## config.mk

```make
export PLATFORM = sky130hd
export DESIGN_NAME = conv_stream_param
export DESIGN_NICKNAME = d
export VERILOG_FILES = /design/src/rtl/conv_pkg.sv /design/src/rtl/conv_mac.sv /design/src/rtl/conv_mem.sv /design/src/rtl/conv_stream_param.sv
export SDC_FILE = /design/constraint.sdc
export NUM_CORES = 1
export LEC_CHECK = 0
export CORE_MARGIN = 8
export CORE_UTILIZATION = 50
export CTS_BUF_LIST = sky130_fd_sc_hd__clkbuf_2 sky130_fd_sc_hd__clkbuf_4 sky130_fd_sc_hd__clkbuf_8
export DETAILED_ROUTE_END_ITERATION = 10
export PLACE_DENSITY = 0.63
export REMOVE_ABC_BUFFERS = 1
export SKIP_LAST_GASP = 1
export SLEW_MARGIN = 20
export SYNTH_ARGS = -nofsm -noshare
export SYNTH_HDL_FRONTEND = slang
export SYNTH_SLANG_ARGS = --single-unit
export TNS_END_PERCENT = 20
```

## constraint.sdc

```tcl
create_clock -name clk -period 6.7 [get_ports clk]
set_input_delay 1.34 -clock clk [delete_from_list [all_inputs] [get_ports clk]]
set_output_delay 1.34 -clock clk [all_outputs]
set_load 0.005 [all_outputs]
```

## src/rtl/conv_pkg.sv

```systemverilog
// Shared types and sizing helpers for the streaming convolution engine.
package conv_pkg;

  typedef enum logic [1:0] {LOAD, MAC, OUT} state_t;

  // Default geometry of the engine.
  localparam int unsigned WIDTH_DEF = 10;
  localparam int unsigned X_LEN_DEF = 12;
  localparam int unsigned F_LEN_DEF = 5;

  // Address and output-index widths for the default geometry.
  localparam int unsigned X_AW_DEF = $clog2(X_LEN_DEF);
  localparam int unsigned F_AW_DEF = $clog2(F_LEN_DEF);
  localparam int unsigned N_W_DEF  = $clog2(X_LEN_DEF - F_LEN_DEF + 2);

  // Width that holds a sum of f_len full-precision width x width products without overflow.
  function automatic int unsigned out_width_f(input int unsigned width, input int unsigned f_len);
    return 2 * width + $clog2(f_len);
  endfunction

endpackage

```

## src/rtl/conv_mac.sv

```systemverilog
// Multiply-accumulate stage: registered signed product followed by an accumulator.
// acc_out is the running sum including the product currently in the product register.
module conv_mac #(
  parameter int unsigned WIDTH     = 10,
  parameter int unsigned OUT_WIDTH = 23
) (
  input  logic                 clk,
  input  logic                 reset,
  input  logic [WIDTH-1:0]     a,
  input  logic [WIDTH-1:0]     b,
  input  logic                 valid_in,
  input  logic                 clear,
  output logic [OUT_WIDTH-1:0] acc_out
);

  localparam int unsigned PW = 2 * WIDTH;

  logic signed [PW-1:0]        prod_q;
  logic                        prod_valid_q;
  logic                        prod_clear_q;
  logic signed [OUT_WIDTH-1:0] prod_ext;
  logic signed [OUT_WIDTH-1:0] acc_q;
  logic signed [OUT_WIDTH-1:0] acc_sum;

  // Register the full-precision product together with its valid/clear tags.
  always_ff @(posedge clk or posedge reset) begin
    if (reset) begin
      prod_q       <= '0;
      prod_valid_q <= 1'b0;
      prod_clear_q <= 1'b0;
    end else begin
      prod_valid_q <= valid_in;
      prod_clear_q <= valid_in && clear;
      if (valid_in) begin
        prod_q <= PW'($signed(a)) * PW'($signed(b));
      end
    end
  end

  assign prod_ext = OUT_WIDTH'(prod_q);
  // The first product of a sum replaces the old accumulator instead of adding to it.
  assign acc_sum  = prod_clear_q ? prod_ext : acc_q + prod_ext;
  assign acc_out  = acc_sum;

  // Accumulate each valid product.
  always_ff @(posedge clk or posedge reset) begin
    if (reset) begin
      acc_q <= '0;
    end else if (prod_valid_q) begin
      acc_q <= acc_sum;
    end
  end

endmodule

```

## src/rtl/conv_mem.sv

```systemverilog
// Single-port memory: one read/write port, registered read data. Contents are not reset.
module conv_mem #(
  parameter int unsigned DEPTH = 16,
  parameter int unsigned WIDTH = 10,
  parameter int unsigned AW    = $clog2(DEPTH)
) (
  input  logic             clk,
  input  logic             we,
  input  logic [AW-1:0]    addr,
  input  logic [WIDTH-1:0] wdata,
  output logic [WIDTH-1:0] rdata
);

  logic [WIDTH-1:0] mem [DEPTH];

  // Write on we; read data returns the old contents one cycle later.
  always_ff @(posedge clk) begin
    if (we) begin
      mem[addr] <= wdata;
    end
    rdata <= mem[addr];
  end

endmodule

```

## src/rtl/conv_stream_param.sv

```systemverilog
// Streaming 1-D valid-mode convolution: loads x and f, then emits X_LEN-F_LEN+1 sums.
// Optional macro CONV_RELU_EN: clamp negative results to zero in the output register.
module conv_stream_param
  import conv_pkg::*;
#(
  parameter int unsigned WIDTH     = WIDTH_DEF,
  parameter int unsigned X_LEN     = X_LEN_DEF,
  parameter int unsigned F_LEN     = F_LEN_DEF,
  parameter int unsigned OUT_WIDTH = out_width_f(WIDTH, F_LEN),
  parameter bit          KEEP_F    = 1'b0
) (
  input  logic                 clk,
  input  logic                 reset,
  input  logic [WIDTH-1:0]     x_data,
  input  logic                 x_valid,
  output logic                 x_ready,
  input  logic [WIDTH-1:0]     f_data,
  input  logic                 f_valid,
  output logic                 f_ready,
  output logic [OUT_WIDTH-1:0] y_data,
  output logic                 y_valid,
  input  logic                 y_ready
);

  localparam int unsigned XAW = $clog2(X_LEN);
  localparam int unsigned FAW = $clog2(F_LEN);
  localparam int unsigned NW  = $clog2(X_LEN - F_LEN + 2);
  localparam int unsigned CW  = $clog2(F_LEN + 2);

  localparam logic [XAW-1:0] X_END  = XAW'(X_LEN - 1);
  localparam logic [FAW-1:0] F_END  = FAW'(F_LEN - 1);
  localparam logic [NW-1:0]  N_LAST = NW'(X_LEN - F_LEN);
  localparam logic [CW-1:0]  C_RD   = CW'(F_LEN);
  localparam logic [CW-1:0]  C_LAST = CW'(F_LEN + 1);

  state_t               state_q, state_d;
  logic                 x_done_q, f_done_q;
  logic [XAW-1:0]       x_cnt_q;
  logic [FAW-1:0]       f_cnt_q;
  logic [NW-1:0]        n_q;
  logic [CW-1:0]        c_q;
  logic                 rd_vld_q, rd_first_q;
  logic                 y_valid_q;
  logic [OUT_WIDTH-1:0] y_data_q;

  logic                 x_fire, f_fire, rd_en;
  logic [XAW-1:0]       x_addr;
  logic [FAW-1:0]       f_addr;
  logic [WIDTH-1:0]     x_rdata, f_rdata;
  logic [OUT_WIDTH-1:0] acc_sum, y_next;

  assign x_ready = (state_q == LOAD) && !x_done_q;
  assign f_ready = (state_q == LOAD) && !f_done_q;
  assign x_fire  = x_valid && x_ready;
  assign f_fire  = f_valid && f_ready;
  assign y_valid = y_valid_q;
  assign y_data  = y_data_q;

  // Cycles 0..F_LEN-1 of MAC read one (x[n+k], f[k]) pair each; the rest drain the pipe.
  assign rd_en  = (state_q == MAC) && (c_q < C_RD);
  assign x_addr = (state_q == LOAD) ? x_cnt_q : XAW'(n_q) + XAW'(c_q);
  assign f_addr = (state_q == LOAD) ? f_cnt_q : FAW'(c_q);

  conv_mem #(.DEPTH(X_LEN), .WIDTH(WIDTH), .AW(XAW)) u_x_mem (
    .clk   (clk),
    .we    (x_fire),
    .addr  (x_addr),
    .wdata (x_data),
    .rdata (x_rdata)
  );

  conv_mem #(.DEPTH(F_LEN), .WIDTH(WIDTH), .AW(FAW)) u_f_mem (
    .clk   (clk),
    .we    (f_fire),
    .addr  (f_addr),
    .wdata (f_data),
    .rdata (f_rdata)
  );

  conv_mac #(.WIDTH(WIDTH), .OUT_WIDTH(OUT_WIDTH)) u_mac (
    .clk      (clk),
    .reset    (reset),
    .a        (x_rdata),
    .b        (f_rdata),
    .valid_in (rd_vld_q),
    .clear    (rd_first_q),
    .acc_out  (acc_sum)
  );

`ifdef CONV_RELU_EN
  assign y_next = acc_sum[OUT_WIDTH-1] ? '0 : acc_sum;
`else
  assign y_next = acc_sum;
`endif

  // State register.
  always_ff @(posedge clk or posedge reset) begin
    if (reset) begin
      state_q <= LOAD;
    end else begin
      state_q <= state_d;
    end
  end

  // Next-state decode.
  always_comb begin
    state_d = state_q;
    unique case (state_q)
      LOAD:    if (x_done_q && f_done_q) state_d = MAC;
      MAC:     if (c_q == C_LAST) state_d = OUT;
      OUT:     if (y_ready) state_d = (n_q == N_LAST) ? LOAD : MAC;
      default: state_d = LOAD;
    endcase
  end

  // Load counters, MAC sequencing and the output register.
  always_ff @(posedge clk or posedge reset) begin
    if (reset) begin
      x_done_q   <= 1'b0;
      f_done_q   <= 1'b0;
      x_cnt_q    <= '0;
      f_cnt_q    <= '0;
      n_q        <= '0;
      c_q        <= '0;
      rd_vld_q   <= 1'b0;
      rd_first_q <= 1'b0;
      y_valid_q  <= 1'b0;
      y_data_q   <= '0;
    end else begin
      if (x_fire) begin
        x_cnt_q <= (x_cnt_q == X_END) ? '0 : x_cnt_q + 1'b1;
        if (x_cnt_q == X_END) x_done_q <= 1'b1;
      end
      if (f_fire) begin
        f_cnt_q <= (f_cnt_q == F_END) ? '0 : f_cnt_q + 1'b1;
        if (f_cnt_q == F_END) f_done_q <= 1'b1;
      end
      rd_vld_q   <= rd_en;
      rd_first_q <= rd_en && (c_q == '0);
      c_q        <= ((state_q == MAC) && (c_q != C_LAST)) ? c_q + 1'b1 : '0;
      // Final product is in the product register here: capture the complete sum.
      if ((state_q == MAC) && (c_q == C_LAST)) begin
        y_valid_q <= 1'b1;
        y_data_q  <= y_next;
      end
      if ((state_q == OUT) && y_ready) begin
        y_valid_q <= 1'b0;
        if (n_q == N_LAST) begin
          n_q      <= '0;
          x_done_q <= 1'b0;
          if (!KEEP_F) f_done_q <= 1'b0;
        end else begin
          n_q <= n_q + 1'b1;
        end
      end
    end
  end

endmodule

```

==> flow_metrics.env, run 1 <==
export IMPL_clkTransAtPathRegs_ps=70
export IMPL_fp_dieArea_sq_mm=0.03850
export IMPL_hold_violations=0
export IMPL_ys_seq_area_share_pct=47.62
export IMPL_cts_htree_levels=2
export IMPL_dp_cells=1902
export IMPL_clock_insertion_delay_worst_skew_ps=580
export IMPL_diodes=0
export IMPL_clockRootBuffer="clkbuf_8"
export IMPL_async_flop_share_pct=31.90
export IMPL_drtPass1Iterations=5
export IMPL_top_level_ports=51
export IMPL_antenna_found_initial=0
export IMPL_rows=66
export IMPL_cts_hold_buf=0
export IMPL_mostFrequentLayoutCells="nand2_1, edfxtp_1, inv_1"
export IMPL_synth_top_area_share_pct=31.44
export IMPL_required_ps=7160
export IMPL_crit_path_max_fanout=10
export IMPL_multi_input_area_sq_mm=0.007749
export IMPL_first_iter_violations=591
export IMPL_cp_arrival_ps=5940
export IMPL_yosysUniqueCellTypes=69
export IMPL_slew_violations=0
export IMPL_synthCells=1453
export IMPL_ys_seq_elements=279
export IMPL_ys_flop_type="edfxtp_1"
export IMPL_maxCapViolations=0
export IMPL_max_freq_mhz=182.4
export IMPL_cts_sinks=279
export IMPL_viasPerCell=5.361
export IMPL_start_kind="flip-flop"
export IMPL_drc=0
export IMPL_syn_area_sq_mm=0.01624
export IMPL_relSlewSlack_pct=29.01
export IMPL_grt_pass1_vias=10920
export IMPL_seq_area_sq_mm=0.007732
export IMPL_fin_crit_ps=5481
export IMPL_dr_total_vias=10670
export IMPL_io_buffers=50
export IMPL_drive_gt1_share_pct=10.34
export IMPL_place_congestion=0.8646
export IMPL_setup_violations=0
export IMPL_grt_max_degree=61
export IMPL_cts_buffers=47
export IMPL_fp_dieW_microns=196.2
export IMPL_wire_per_inst_microns=17.49
export IMPL_status="finished, final reports clean"
export IMPL_yosys_area_top_type="edfxtp_1"
export IMPL_initial_utilization_pct=50.29
export IMPL_finalClockSkew_ps=31.18
export IMPL_synth_area_per_cell_sq_um=11.17
export IMPL_grt_pass1_wl_microns=57240
export IMPL_die_h_microns=196.2
export IMPL_cts_resized=0
export IMPL_syn2layout_area_growth_pct=12.24
export IMPL_track_usage_pct=18.43
export IMPL_rsz0062_at_grt="no"
export IMPL_hold_path_class="reg2reg"
export IMPL_yosys_warnings=0
export IMPL_core_area_sq_mm=0.03229
export IMPL_grt_overflow_total=0
export IMPL_finalCritPeriodShare_pct=81.81
export IMPL_dpl_hpwl_microns=24620
export IMPL_setup_tns_final_ps=0
export IMPL_nFillCells=2802
export IMPL_tritoncts="yes"
export IMPL_final_cells=1990
export IMPL_drtAntennaViolNets=0
export IMPL_layout_commonest_cell="nand2_1"
export IMPL_clockBufferDepth=3
export IMPL_synth_top_cells_by_area="edfxtp_1, dfrtp_1, fa_1"
export IMPL_finalNetCount=1708
export IMPL_crit_type="reg2reg"
export IMPL_end_kind="flip-flop"
export IMPL_wl_microns=34800
export IMPL_worst_slew_pin_slew_ps=1061
export IMPL_post_cts_setup_buffers=0
export IMPL_synth_edf_count=170
-- routing by layer --
| metal | up-vias | GRT usage (%) | wire [microns] | part of all wire [%] |
|---|---|---|---|---|
| met4 | 0 | 5.109 | 576 | 1.7 |
| met2 | 218 | 32.03 | 17260 | 50 |
| li1 | 5168 | - | - | - |
| met5 | - | 0 | 0 | 0 |
| met1 | 5234 | 23.33 | 15180 | 44 |
| met3 | 49 | 3.444 | 1775 | 5.1 |
-- synth_stat cells (all sizes together), types with 6 or more instances --
cell type	number
o21bai	7
o211ai	6
mux4	20
ha	81
a21o	12
xnor2	26
nand3	45
inv	144
o21a	8
fa	93
and3	15
buf	17
dfxtp	20
and2	49
dfrtp	89
nor4	6
nand2	196
o21ai	67
xor2	8
a31oi	23
nand2b	10
edfxtp	170
nor2	91
a21oi	67
clkbuf	47
nor3	19
a211oi	21
mux2	21
a311oi	11
mux2i	19
-- through the flow --
step	area, sq um	utilization (%)	hold WS [ps]	setup WS [ps]
6_report	18220	56.44	454.9	1219
2_1_floorplan	15950	-	427.7	1667
3_5_place_dp	17240	53.38	440.9	1241
4_1_cts	18220	56.43	453.9	1218
5_1_grt	18220	56.44	477.4	743.0
3_3_place_gp	17230	53.37	433.1	1342
-- worst paths after layout --
path                             startpoint            endpoint  slack, ps  cells after the start
max reg2reg                u_f_mem.rdata[1]    u_mac.prod_q[17]       1220                     17
max in group asynchronous             reset      u_mac.acc_q[0]       4440                      3
min reg2reg                      rd_first_q  u_mac.prod_clear_q        450                      1
min                              rd_first_q  u_mac.prod_clear_q        450                      1
max                        u_f_mem.rdata[1]    u_mac.prod_q[17]       1220                     17
min in group asynchronous             reset      u_mac.acc_q[4]       1120                      2
-- critical path, cell delays in order (launching register included) --
cell,delay [ps]
dfxtp_1,550
nand2_1,210
fa_1,620
inv_1,130
fa_1,480
fa_1,500
fa_1,490
inv_1,60
fa_1,480
inv_1,40
ha_1,330
and3_1,240
and2_1,170
a311oi_1,380
o21ai_0,150
a21oi_1,200
xnor2_1,80
mux2_2,260
-- cells by family after synthesis --
logic type	synth area share [%]
AND/OR/NAND/NOR	12.76
flip-flops	47.62
AO/OA/AOI/OAI	9.324
buffers and inverters	5.132
adder cells (fa/ha/maj)	17.71
multiplexers	5.618
XOR/XNOR	1.834
-- flip-flops by register name (all words and copies together), names as in the netlist --
| signal | cells |
|---|---|
| c_q | 3 |
| f_cnt_q | 3 |
| f_done_q | 1 |
| n_q | 4 |
| rd_first_q | 1 |
| rd_vld_q | 1 |
| state_q | 2 |
| u_f_mem.mem | 50 |
| u_f_mem.rdata | 10 |
| u_mac.acc_q | 23 |
| u_mac.prod_clear_q | 1 |
| u_mac.prod_q | 20 |
| u_mac.prod_valid_q | 1 |
| u_x_mem.mem | 120 |
| u_x_mem.rdata | 10 |
| x_cnt_q | 4 |
| x_done_q | 1 |
| y_data | 23 |
| y_valid | 1 |
-- layout make-up --
cell class / instances / share of cell area, %
repair buffers: 71 / 3.611
inverters: 145 / 3.000
multi-input cells: 965 / 42.52
flip-flops and latches: 279 / 42.43
clock buffers: 66 / 4.504
clock inverters: 22 / 0.8994
well taps: 442 / 3.035
Power of run 1 is not shown: default switching activity piles up to over one toggle a cycle in this logic, so the estimate is an artifact.
==> run 2, diff against run 1 <==
==> constraint.sdc (replaced) <==
create_clock -name clk -period 5.6 [get_ports clk]
set_input_delay 1.12 -clock clk [delete_from_list [all_inputs] [get_ports clk]]
set_output_delay 1.12 -clock clk [all_outputs]
set_load 0.005 [all_outputs]
==> run 2 against run 1 <==
Against the previous run: critical path depth is the same; flip-flop and latch count unchanged; sequential share of layout area is essentially flat; wire length about the same; setup slack worse by 960 ps.
==> flow_metrics.env, run 2 (synthesized netlist as in run 1, its figures left out) <==
export IMPL_dpl_cell_area_sq_mm=0.01726
export IMPL_nFillCells=2825
export IMPL_grt_pass1_wl_microns=57460
export IMPL_holdPathStages=1
export IMPL_top_usage_layer="met2"
export IMPL_setup_tns_final_ps=0
export IMPL_multi_input_area_sq_mm=0.007752
export IMPL_clkTransAtPathRegs_ps=60
export IMPL_start_kind="flip-flop"
export IMPL_rsz0062_at_grt="no"
export IMPL_wire_per_inst_microns=17.49
export IMPL_tritoncts="yes"
export IMPL_rows=66
export IMPL_grt_max_degree=50
export IMPL_reg_largest_list="u_x_mem.mem: 120 flops, u_f_mem.mem: 50 flops"
export IMPL_relSlewSlack_pct=27.35
export IMPL_finalNetCount=1711
export IMPL_drive_gt1_share_pct=10.45
export IMPL_crit_type="reg2reg"
export IMPL_cp_startpoint="u_x_mem.rdata[9]"
export IMPL_mostFrequentLayoutCells="nand2_1, edfxtp_1, inv_1"
export IMPL_clockRootBuffer="clkbuf_8"
export IMPL_grt_use_met2_pct=31.33
export IMPL_io_buffers=50
export IMPL_drc=0
export IMPL_fp_dieArea_sq_mm=0.03850
export IMPL_required_ps=6060
export IMPL_dpl_hpwl_microns=24800
export IMPL_fin_crit_ps=5340
export IMPL_end_kind="flip-flop"
export IMPL_grt_use_met1_pct=24.23
export IMPL_antenna_found_initial=0
export IMPL_hp_start="rd_first_q"
export IMPL_place_congestion=0.8667
export IMPL_cts_buffers=47
export IMPL_maxCapViolations=0
export IMPL_first_iter_violations=614
export IMPL_clock_insertion_delay_worst_skew_ps=580
export IMPL_r2r_start="u_x_mem.rdata[9]"
export IMPL_dr_total_vias=10740
export IMPL_slew_violations=0
export IMPL_worst_slew_pin_slew_ps=1086
export IMPL_wl_microns=34830
export IMPL_grt_pass1_vias=10820
export IMPL_layout_commonest_cell="nand2_1"
export IMPL_seq_area_sq_mm=0.007734
export IMPL_finalClockSkew_ps=13.20
export IMPL_top_level_ports=51
export IMPL_clockBufferDepth=3
export IMPL_hold_violations=0
export IMPL_drtPass1Iterations=5
export IMPL_finalCritPeriodShare_pct=95.36
export IMPL_grt_met3_usage_pct=3.239
export IMPL_core_area_sq_mm=0.03229
export IMPL_r2r_cells=17
export IMPL_drtAntennaViolNets=0
export IMPL_grt_overflow_total=0
export IMPL_hold_path_class="reg2reg"
export IMPL_track_usage_pct=18.47
export IMPL_setup_violations=0
export IMPL_cts_htree_levels=2
export IMPL_die_h_microns=196.2
export IMPL_viasPerCell=5.389
export IMPL_status="finished, final reports clean"
export IMPL_diodes=0
export IMPL_regMostFlops="u_x_mem.mem"
export IMPL_largest_reg_flops=120
export IMPL_fp_dieW_microns=196.2
export IMPL_design_area_sq_mm=0.01823
export IMPL_initial_utilization_pct=50.29
export IMPL_max_freq_mhz=187.3
export IMPL_crit_path_max_fanout=10
export IMPL_cp_arrival_ps=5800
export IMPL_fin_util_pct=56.46
export IMPL_cts_hold_buf=0
export IMPL_cts_sinks=279
export IMPL_syn2layout_area_growth_pct=12.27
run 2: cell type report:
type | count | area share, %
flip-flops and latches | 279 | 42.43
clock inverters | 19 | 0.6589
repair buffers | 74 | 3.734
multi-input cells | 965 | 42.53
clock buffers | 68 | 4.619
well taps | 442 | 3.034
inverters | 145 | 3.000
run 2: path summary, 6_finish.rpt:
path                                       to  slack, ps
hold / removal             u_mac.prod_clear_q        450
max in group asynchronous    u_mac.prod_q[19]       3610
min in group asynchronous          x_cnt_q[1]       1000
hold reg to reg            u_mac.prod_clear_q        450
setup / recovery             u_mac.prod_q[17]        260
setup reg to reg             u_mac.prod_q[17]        260
run 2: through the flow:
stage	cells	setup slack, ps	hold WS (ps)
CTS	1992	120.8	449.3
floorplan	1389	567.0	427.7
global route	1992	16.63	474.7
detailed placement	1905	125.7	436.9
finish	1992	259.6	448.7
global placement	1905	244.6	432.7
run 2: critical path: stages, from the launching register on:
cell	delay (ps)
dfxtp_1	510
nand2_1	200
fa_1	610
inv_1	120
fa_1	480
fa_1	500
fa_1	490
inv_1	50
fa_1	470
inv_1	40
ha_1	340
and3_1	250
and2_1	200
a311oi_2	300
o21ai_0	140
a21oi_1	190
xnor2_1	80
mux2_2	250
run 2: what timing repair did:
item / CTS / global route
setup buffers: 0 / 0
gates resized for setup: 0 / 2
endpoints found under the setup margin: 0 / 3
run 2: layer usage:
layer	wire (microns)	part of all wire, %
met1	15770	45
met2	17110	49
met3	1368	3.9
met4	580	1.7
met5	0	0
Power of run 2 is left out for the same reason.
